### config.mk
export PLATFORM = sky130hd
export DESIGN_NAME = field_onehot_decoder
export DESIGN_NICKNAME = d
export VERILOG_FILES = /design/src/rtl/field_decoder_pkg.sv /design/src/rtl/dec_skid_buffer.sv /design/src/rtl/field_onehot_decoder.sv
export SDC_FILE = /design/constraint.sdc
export NUM_CORES = 1
export LEC_CHECK = 0
export BUFFER_PORTS_ARGS = -buffer_cell sky130_fd_sc_hd__buf_2
export CORE_UTILIZATION = 39
export DETAILED_ROUTE_END_ITERATION = 10
export PLACE_DENSITY = 0.79
export SETUP_SLACK_MARGIN = 0.05
export SLEW_MARGIN = 20
export SYNTH_ARGS = -nofsm -noshare
export SYNTH_HDL_FRONTEND = slang
export SYNTH_SLANG_ARGS = --single-unit
export TNS_END_PERCENT = 5
### constraint.sdc
create_clock -name clk -period 2.8 [get_ports clk]
set_clock_uncertainty 0.05 [all_clocks]
set_input_delay 0.14 -clock clk [delete_from_list [all_inputs] [get_ports clk]]
set_output_delay 0.14 -clock clk [all_outputs]
set_load 0.01 [all_outputs]
### src/rtl/field_decoder_pkg.sv
// Shared types and helpers for the field one-hot decoder.
// Index values are carried at a fixed maximum width so one entry type serves
// every parameterisation; the top slices down to its own SEL_W / OUT_N.
package field_decoder_pkg;

    localparam int SEL_W_MAX  = 8;
    localparam int ONEHOT_MAX = 2 ** SEL_W_MAX;

    // One decoded entry: enable flag plus already-clamped index.
    typedef struct packed {
        logic                 en;
        logic [SEL_W_MAX-1:0] idx;
    } dec_entry_t;

    // Saturate an index to the last legal output position.
    function automatic logic [SEL_W_MAX-1:0] clamp_idx(
        input logic [SEL_W_MAX-1:0] idx,
        input int unsigned          out_n
    );
        if (32'(idx) >= out_n) begin
            return SEL_W_MAX'(out_n - 32'd1);
        end
        return idx;
    endfunction

    // Single set bit at idx, or all zero when en is low.
    function automatic logic [ONEHOT_MAX-1:0] onehot(
        input logic                 en,
        input logic [SEL_W_MAX-1:0] idx
    );
        logic [ONEHOT_MAX-1:0] v;
        v = '0;
        if (en) begin
            v[idx] = 1'b1;
        end
        return v;
    endfunction

endpackage

### src/rtl/dec_skid_buffer.sv
// Generic two-entry valid/ready skid buffer: a main (output) register plus a
// skid register that catches a word accepted while the sink stalls.
// in_ready_o is registered and depends only on skid occupancy, so there is no
// combinational path from out_ready_i back to the source. No bypass: an
// accepted word is visible on the output the following cycle at the earliest.
module dec_skid_buffer #(
    parameter int W = 8
) (
    input  logic         clk,
    input  logic         reset,
    input  logic         in_valid_i,
    output logic         in_ready_o,
    input  logic [W-1:0] in_data_i,
    output logic         out_valid_o,
    input  logic         out_ready_i,
    output logic [W-1:0] out_data_o
);

    logic [W-1:0] main_q, main_d;
    logic [W-1:0] skid_q, skid_d;
    logic         main_vld_q, main_vld_d;
    logic         skid_vld_q, skid_vld_d;
    logic         rdy_q, rdy_d;
    logic         push;
    logic         pop;

    assign push = in_valid_i && rdy_q;
    assign pop  = main_vld_q && out_ready_i;

    // Next-state: refill main from skid first, otherwise load main or spill to skid.
    always_comb begin
        main_d     = main_q;
        skid_d     = skid_q;
        main_vld_d = main_vld_q;
        skid_vld_d = skid_vld_q;
        if (skid_vld_q) begin
            // Full: no accept possible (rdy_q is low); drain skid into main on pop.
            if (pop) begin
                main_d     = skid_q;
                skid_vld_d = 1'b0;
            end
        end else if (!main_vld_q || pop) begin
            main_vld_d = push;
            if (push) begin
                main_d = in_data_i;
            end
        end else if (push) begin
            skid_vld_d = 1'b1;
            skid_d     = in_data_i;
        end
        rdy_d = !skid_vld_d;
    end

    // State registers; reset drops both held entries and closes the input.
    always_ff @(posedge clk) begin
        if (reset) begin
            main_q     <= '0;
            skid_q     <= '0;
            main_vld_q <= 1'b0;
            skid_vld_q <= 1'b0;
            rdy_q      <= 1'b0;
        end else begin
            main_q     <= main_d;
            skid_q     <= skid_d;
            main_vld_q <= main_vld_d;
            skid_vld_q <= skid_vld_d;
            rdy_q      <= rdy_d;
        end
    end

    assign in_ready_o  = rdy_q;
    assign out_valid_o = main_vld_q;
    assign out_data_o  = main_q;

endmodule

### src/rtl/field_onehot_decoder.sv
// Registered field decoder: pulls a SEL_W-bit index out of read_data, clamps it
// to OUT_N-1, queues it through a 2-entry skid buffer and drives a one-hot
// enable vector L (all zero when the entry's enable is low).
// Optional macro DECODER_SCOREBOARD_EN adds a busy scoreboard: issued targets
// are marked busy until released, and an entry hitting a busy target stalls.
module field_onehot_decoder
    import field_decoder_pkg::*;
#(
    parameter int DATA_W  = 32,
    parameter int SEL_LSB = 8,
    parameter int SEL_W   = 3,
    parameter int OUT_N   = 8
) (
    input  logic              clk,
    input  logic              reset,
    input  logic              in_valid,
    output logic              in_ready,
    input  logic [DATA_W-1:0] read_data,
    input  logic              in_en,
    output logic              out_valid,
    input  logic              out_ready,
    output logic [OUT_N-1:0]  L,
    output logic [SEL_W-1:0]  out_idx
`ifdef DECODER_SCOREBOARD_EN
    ,
    input  logic              rel_valid,
    input  logic [SEL_W-1:0]  rel_idx,
    output logic [OUT_N-1:0]  busy
`endif
);

    if (SEL_LSB + SEL_W > DATA_W) begin : g_bad_field
        $error("index field does not fit inside read_data");
    end
    if (OUT_N < 2 || OUT_N > 2 ** SEL_W) begin : g_bad_out_n
        $error("OUT_N must lie in 2 .. 2**SEL_W");
    end
    if (SEL_W > SEL_W_MAX) begin : g_bad_sel_w
        $error("SEL_W exceeds the package index width");
    end

    dec_entry_t            in_entry;
    dec_entry_t            out_entry;
    logic                  held;
    logic                  hazard;
    logic [ONEHOT_MAX-1:0] onehot_full;
    logic                  unused_bits;

    // Clamp happens before the skid so held entries are always legal targets.
    assign in_entry.en  = in_en;
    assign in_entry.idx = clamp_idx(SEL_W_MAX'(read_data[SEL_LSB +: SEL_W]), OUT_N);

    dec_skid_buffer #(
        .W ($bits(dec_entry_t))
    ) u_skid (
        .clk         (clk),
        .reset       (reset),
        .in_valid_i  (in_valid),
        .in_ready_o  (in_ready),
        .in_data_i   (in_entry),
        .out_valid_o (held),
        .out_ready_i (out_ready && !hazard),
        .out_data_o  (out_entry)
    );

    // One-hot after the skid; gated by held so an empty output shows L = 0.
    assign onehot_full = onehot(held && out_entry.en, out_entry.idx);
    assign L           = onehot_full[OUT_N-1:0];
    assign out_idx     = out_entry.idx[SEL_W-1:0];
    assign out_valid   = held && !hazard;

    assign unused_bits = ^{read_data, onehot_full, out_entry.idx};

`ifdef DECODER_SCOREBOARD_EN
    logic [OUT_N-1:0]      busy_q, busy_d;
    logic [OUT_N-1:0]      set_vec;
    logic [OUT_N-1:0]      clr_vec;
    logic [ONEHOT_MAX-1:0] rel_full;
    logic                  unused_rel;

    assign rel_full   = onehot(rel_valid, clamp_idx(SEL_W_MAX'(rel_idx), OUT_N));
    assign clr_vec    = rel_full[OUT_N-1:0];
    assign set_vec    = (out_valid && out_ready) ? L : '0;
    assign hazard     = |(busy_q & L);
    assign unused_rel = ^rel_full;

    // Release then issue, so a same-cycle set on the same bit wins.
    always_comb begin
        busy_d = (busy_q & ~clr_vec) | set_vec;
    end

    // Busy scoreboard register.
    always_ff @(posedge clk) begin
        if (reset) begin
            busy_q <= '0;
        end else begin
            busy_q <= busy_d;
        end
    end

    assign busy = busy_q;
`else
    assign hazard = 1'b0;
`endif

endmodule

==> impl_metrics.py, run 1 <==
metrics = {
    "synthesis": {
        "async_reset_ff_share_pct": 0,
        "synth-edff-count": 0,
        "yosysTopAreaCell": "dfxtp_1",
        "synth_compound_area_share_pct": 15.4,
        "synth_top_family_by_area": "simple AND/OR/NAND/NOR gates",
        "synth.area.mux_share_pct": 6.77,
        "synth_seq_cells": 11,
        "synth-simple-area-share_pct": 32.3,
        "syn_inst": 71,
        "syn_area_sq_um": 592,
        "synth_nets": 108,
        "synth_top_flop_cell": "dfxtp_1",
        "ys_seq_area_share_pct": 37.2,
        "synth_xor_area_share_pct": 0,
        "synth_cell_types": 23,
        "synth.avg_cell_area_sq_um": 8.34,
        "yosysWarnings": 0,
        "synth_top_area_share_pct": 37.2,
        "synth.top_cells.by_area": "dfxtp_1 37%, mux2i_1 6.8%, a21oi_1 5.9%",
        "synthAdderAreaFrac_pct": 0,
    },
    "detailed_routing": {
        "routed_wl_microns": 1130,
        "dr_total_vias": 561,
        "wl_per_cell_microns": 10.9,
        "antenna_left": 0,
        "vias_per_cell": 5.39,
        "firstDrtPassIters": 3,
        "drt_iter0_drc": 9,
        "remaining_drc_errors": 0,
    },
    "floorplanning": {
        "io-pin-count": 50,
        "row_count": 13,
        "core_region_area_sq_um": 1350,
        "die_w_microns": 41.0,
        "die-area_sq_um": 1680,
        "start_util_pct": 43.8,
        "die_h_microns": 41.0,
    },
    "timing": {
        "relSlewSlack_pct": 65.5,
        "maxSlewViolCount": 0,
        "fin_tns_setup_ns": 0,
        "timing.fmax_mhz": 659,
        "tightest_slew_ns": 0.517,
        "fin_crit_sh_pct": 54.2,
        "rsz0062_at_grt": "false",
        "finalSetupViolations": 0,
        "period_needed_ns": 1.52,
        "hold_violations": 0,
    },
    "clock_network": {
        "cts.clk_slew.worst_paths_ns": 0.07,
        "cts_buffers": 3,
        "hold_buffers": 0,
        "clock_latency_ns": 0.26,
        "cts_setup_buffers": 0,
        "cts.htree.levels": 1,
        "cts_resized": 0,
        "clock_sinks": 11,
        "clockRootBuffer": "clkbuf_4",
        "cts_buffer_depth": 2,
        "cts_tree": "built",
    },
    "global_routing": {
        "grt_overflow": 0,
        "use_met1_pct": 19.9,
        "use_met2_pct": 30.9,
        "grt_max_degree": 14,
        "grt_pass1_wl_microns": 1920,
        "track_usage_pct": 17.0,
        "antenna_found_initial": 0,
        "use_met3_pct": 3.26,
        "grt_pass1_vias": 475,
        "grt-busiest-layer": "met2",
    },
    "critical_path": {
        "crit_required_ns": 2.95,
        "cp_data_arrival_time_ns": 1.66,
        "critical_path_class": "reg -> reg",
        "cp-end-kind": "flip-flop",
        "cp_max_fo": 9,
        "start_kind": "flip-flop",
    },
    "placement": {
        "place_congestion": 0.743,
        "dp_hpwl_microns": 849,
        "place_inst": 100,
        "port_buffers": 20,
    },
    "finish": {
        "nNetsFinal": 127,
        "final_layout_size_suffix_gt1_share_pct": 29.2,
        "final_cell_count_no_fill": 104,
        "layout_commonest_cell": "buf_2",
        "mostFrequentLayoutCells": "20 x buf_2, 11 x dfxtp_1, 8 x nor2_1",
        "antenna_cells": 0,
        "nFillCells": 146,
        "areaGrowthSynthToFinish_pct": 16.9,
    },
    "hold_path": {
        "hp-class": "in -> reg",
    },
    "pwr": {
        "ir_drop_mv": 0.223,
        "total_leakage_power_nw": 0.284,
        "power.density_nw_per_um2": 457,
    },
    "run": {
        "cap_viol_max_count": 0,
    },
    "status": {
        "status": "completed",
    },
}
sequential cells by signal, indices dropped and copies added (netlist names):
signal              flops
u_skid.in_ready_o       1
u_skid.skid_q           4
u_skid.out_data_o       4
u_skid.skid_vld_q       1
u_skid.out_valid_o      1
critical path, stage by stage, from the launching register on:
cell	delay (ns)
dfxtp_1	0.53
a21oi_1	0.20
or4_1	0.54
a21oi_1	0.14
routing by layer:
metal,wire [microns],vias to the layer above
met1,533,251
li1,-,293
met5,0,-
met2,533,17
met3,64,0
met4,0,0
worst paths after layout:
kind / start / to / slack (ns) / cells past startpoint
max: u_skid.skid_vld_q / u_skid.out_data_o[0] / 1.28 / 3
min: read_data[8] / u_skid.skid_q[0] / 0.08 / 3
max reg2reg: u_skid.skid_vld_q / u_skid.out_data_o[0] / 1.28 / 3
min reg2reg: u_skid.skid_q[0] / u_skid.skid_q[0] / 0.42 / 2
Yosys cell counts (2+ instances only):
| library cell | count |
|---|---|
| nand2b_1 | 3 |
| buf_4 | 4 |
| o31ai_1 | 4 |
| dfxtp_1 | 11 |
| nor2_1 | 8 |
| nor3_1 | 2 |
| nand2_1 | 5 |
| or4_1 | 4 |
| nand4_1 | 4 |
| o21ai_0 | 4 |
| a21oi_1 | 7 |
| mux2i_1 | 4 |
per-stage QoR:
stage / power (mW) / setup slack (ns) / util (%) / hold WS (ns) / instance area, sq um
4_1_cts: 0.320 / 1.29 / 51.3 / 0.0727 / 692
6_report: 0.317 / 1.28 / 51.3 / 0.0772 / 692
2_1_floorplan: 0.202 / 1.41 / - / 0.159 / 592
5_1_grt: 0.340 / 1.10 / 51.3 / 0.0847 / 692
3_5_place_dp: 0.213 / 1.31 / 49.3 / 0.350 / 666
3_3_place_gp: 0.212 / 1.32 / 49.3 / 0.334 / 666
power breakdown:
group          total, mW  internal, mW  switching [mW]  leakage, nW
registers          0.170         0.163         0.00761       0.0897
logic             0.0392        0.0179          0.0213        0.179
clock network      0.107        0.0550          0.0522       0.0150
cell families (layout without fill, tap and decap cells):
family / after synthesis / in the layout
DFF: 11 / 11
AOI/OAI and AO/OA: 16 / 16
buffers and inverters: 7 / 25
muxes: 4 / 4
and+or+nand+nor: 33 / 33
final cells by class:
cell class / instances / area (sq um) / share of cell area, %
tap: 15 / 18.8 / 2.71
timing repair buffer: 20 / 100 / 14.5
inverter: 1 / 3.75 / 0.542
sequential: 11 / 220 / 31.8
multi-input combinational: 53 / 323 / 46.7
clock buffer: 4 / 26.3 / 3.80
Power figures use the tool's default switching activity.
==> inputs of run 2 (changes only) <==
--- a/config.mk
+++ b/config.mk
@@ -6,9 +6,9 @@
 export NUM_CORES = 1
 export LEC_CHECK = 0
 export BUFFER_PORTS_ARGS = -buffer_cell sky130_fd_sc_hd__buf_2
-export CORE_UTILIZATION = 39
+export CORE_UTILIZATION = 33
 export DETAILED_ROUTE_END_ITERATION = 10
-export PLACE_DENSITY = 0.79
+export PLACE_DENSITY = 0.71
 export SETUP_SLACK_MARGIN = 0.05
 export SLEW_MARGIN = 20
 export SYNTH_ARGS = -nofsm -noshare
==> constraint.sdc (replaced) <==
create_clock -name clk -period 1.3 [get_ports clk]
set_clock_uncertainty 0.05 [all_clocks]
set_input_delay 0.065 -clock clk [delete_from_list [all_inputs] [get_ports clk]]
set_output_delay 0.065 -clock clk [all_outputs]
set_load 0.01 [all_outputs]
==> run 2 against run 1 <==
Largest cell class unchanged. Critical path type is now reg -> out. Final area up 14%. Critical endpoint is now L[0]. The run now ends with negative hold slack, negative setup slack left. Sequential power grew 110%. Final cell count is 16% higher.
==> impl_metrics.py, run 2 (synthesized netlist as in run 1, its figures left out) <==
metrics = {
    "timing": {
        "tightest_slew_ns": 0.316,
        "fin_crit_sh_pct": 101,
        "finalSetupViolations": 2,
        "fin_tns_setup_ns": -0.0233,
        "maxSlewViolCount": 0,
        "fin_ws_ns": -0.0171,
        "timing.fmax_mhz": 759,
        "rsz0062_at_grt": "true",
        "relSlewSlack_pct": 78.9,
        "finalHoldWorstSlack_ns": -0.0120,
        "period_needed_ns": 1.32,
        "hold_violations": 2,
    },
    "global_routing": {
        "grt_max_degree": 10,
        "grt-busiest-layer": "met2",
        "antenna_found_initial": 0,
        "use_met3_pct": 2.45,
        "use_met2_pct": 23.5,
        "track_usage_pct": 13.4,
        "grt_pass1_wl_microns": 1950,
        "grt_overflow": 0,
        "use_met1_pct": 15.3,
        "grt_pass1_vias": 478,
    },
    "finish": {
        "antenna_cells": 0,
        "nNetsFinal": 135,
        "layout_commonest_cell": "buf_2",
        "nFillCells": 182,
        "final_cell_count_no_fill": 121,
        "design_area_sq_um": 791,
        "mostFrequentLayoutCells": "20 x buf_2, 9 x dfxtp_1, 8 x nor2_1",
        "fin_util_pct": 49.6,
        "final_layout_size_suffix_gt1_share_pct": 39.2,
        "areaGrowthSynthToFinish_pct": 33.6,
    },
    "detailed_routing": {
        "firstDrtPassIters": 4,
        "routed_wl_microns": 1280,
        "remaining_drc_errors": 0,
        "antenna_left": 0,
        "wl_per_cell_microns": 10.6,
        "vias_per_cell": 4.94,
        "dr_total_vias": 598,
        "drt_iter0_drc": 11,
    },
    "floorplanning": {
        "die_h_microns": 44.4,
        "row_count": 14,
        "die-area_sq_um": 1970,
        "io-pin-count": 50,
        "core_region_area_sq_um": 1590,
        "die_w_microns": 44.4,
        "start_util_pct": 37.1,
    },
    "clock_network": {
        "cts_buffers": 3,
        "cts.htree.levels": 1,
        "clockRootBuffer": "clkbuf_4",
        "clock_sinks": 11,
        "cts_setup_buffers": 0,
        "cts_tree": "built",
        "clock_latency_ns": 0.27,
        "cts.clk_slew.worst_paths_ns": 0.07,
        "cts_buffer_depth": 2,
    },
    "hold_path": {
        "min_path_cells": 3,
        "hp-class": "in -> reg",
    },
    "critical_path": {
        "worstReg2RegEnd": "u_skid.out_data_o[2]",
        "endpoint": "L[0]",
        "critical_path_class": "reg -> out",
        "cp_max_fo": 4,
        "reg2reg_from": "u_skid.out_valid_o",
        "reg2reg_depth": 3,
        "critPathLaunch": "u_skid.out_valid_o",
        "reg2reg_slack_ns": -0.01,
        "crit_required_ns": 1.19,
        "start_kind": "flip-flop",
        "cp-end-kind": "output port",
        "cp_data_arrival_time_ns": 1.20,
    },
    "pwr": {
        "p_total_mw": 0.713,
        "ir_drop_mv": 0.677,
        "power.density_nw_per_um2": 902,
        "total_leakage_power_nw": 0.331,
    },
    "placement": {
        "placed_cell_area_sq_um": 726,
        "place_inst": 115,
        "port_buffers": 20,
        "dp_hpwl_microns": 945,
        "place_congestion": 0.759,
        "place_ws_ns": 0.00475,
    },
    "status": {
        "violations": "negative hold slack, negative setup slack",
        "status": "complete, but fails checks",
    },
    "run": {
        "cap_viol_max_count": 0,
    },
}
==> run 2: cell count changes in the layout (fill, tap and decap cells not counted) <==
cell | previous run | this run
a21oi_1 | 7 | 6
a21oi_2 | 0 | 1
buf_4 | 0 | 6
dfxtp_1 | 11 | 9
dfxtp_2 | 0 | 1
dfxtp_4 | 0 | 1
dlygate4sd3_1 | 0 | 2
nand3_1 | 1 | 0
nand3_2 | 0 | 1
nor3_1 | 2 | 1
nor3_2 | 0 | 1
or4_1 | 4 | 3
or4_4 | 0 | 1
==> run 2: how the worst min path moves through the flow <==
stage	start	endpoint	slack (ns)
detailed placement	read_data[10]	u_skid.skid_q[2]	0.27
floorplan	reset	u_skid.out_valid_o	0.08
CTS	in_en	u_skid.skid_q[8]	0.002
finish	read_data[8]	u_skid.skid_q[0]	-0.01
global route	read_data[9]	u_skid.skid_q[1]	0.01
global placement	in_en	u_skid.skid_q[8]	0.26
==> run 2: power by group <==
| group | internal (mW) | switching [mW] |
|---|---|---|
| clock network | 0.119 | 0.120 |
| logic | 0.0549 | 0.0544 |
| registers | 0.350 | 0.0152 |
==> run 2: cell type report <==
cell class	count	area, sq um	area share (%)
well taps	24	30.0	3.80
multi-input cells	53	340	43.0
clock buffers	4	26.3	3.32
repair buffers	28	165	20.9
inverters	1	3.75	0.475
flip-flops and latches	11	225	28.5
==> run 2: per-layer routing <==
layer  vias up  routed length [microns]
met3         5                       60
met4         0                       28
met2        20                      626
li1        306                        -
met5         -                        0
met1       267                      566
==> run 2: repair_timing <==
item                       CTS  global route
hold buffers                 2             0
pin swaps                    4             2
hold endpoints to repair     6             0
setup endpoints to repair    7            13
resized for setup            1             4
cloned                       0             0
==> run 2: worst max-delay path: stages, from the launching register on <==
cell,delay [ns]
dfxtp_4,0.36
buf_4,0.11
nand3b_1,0.14
nor3_1,0.16
buf_2,0.16
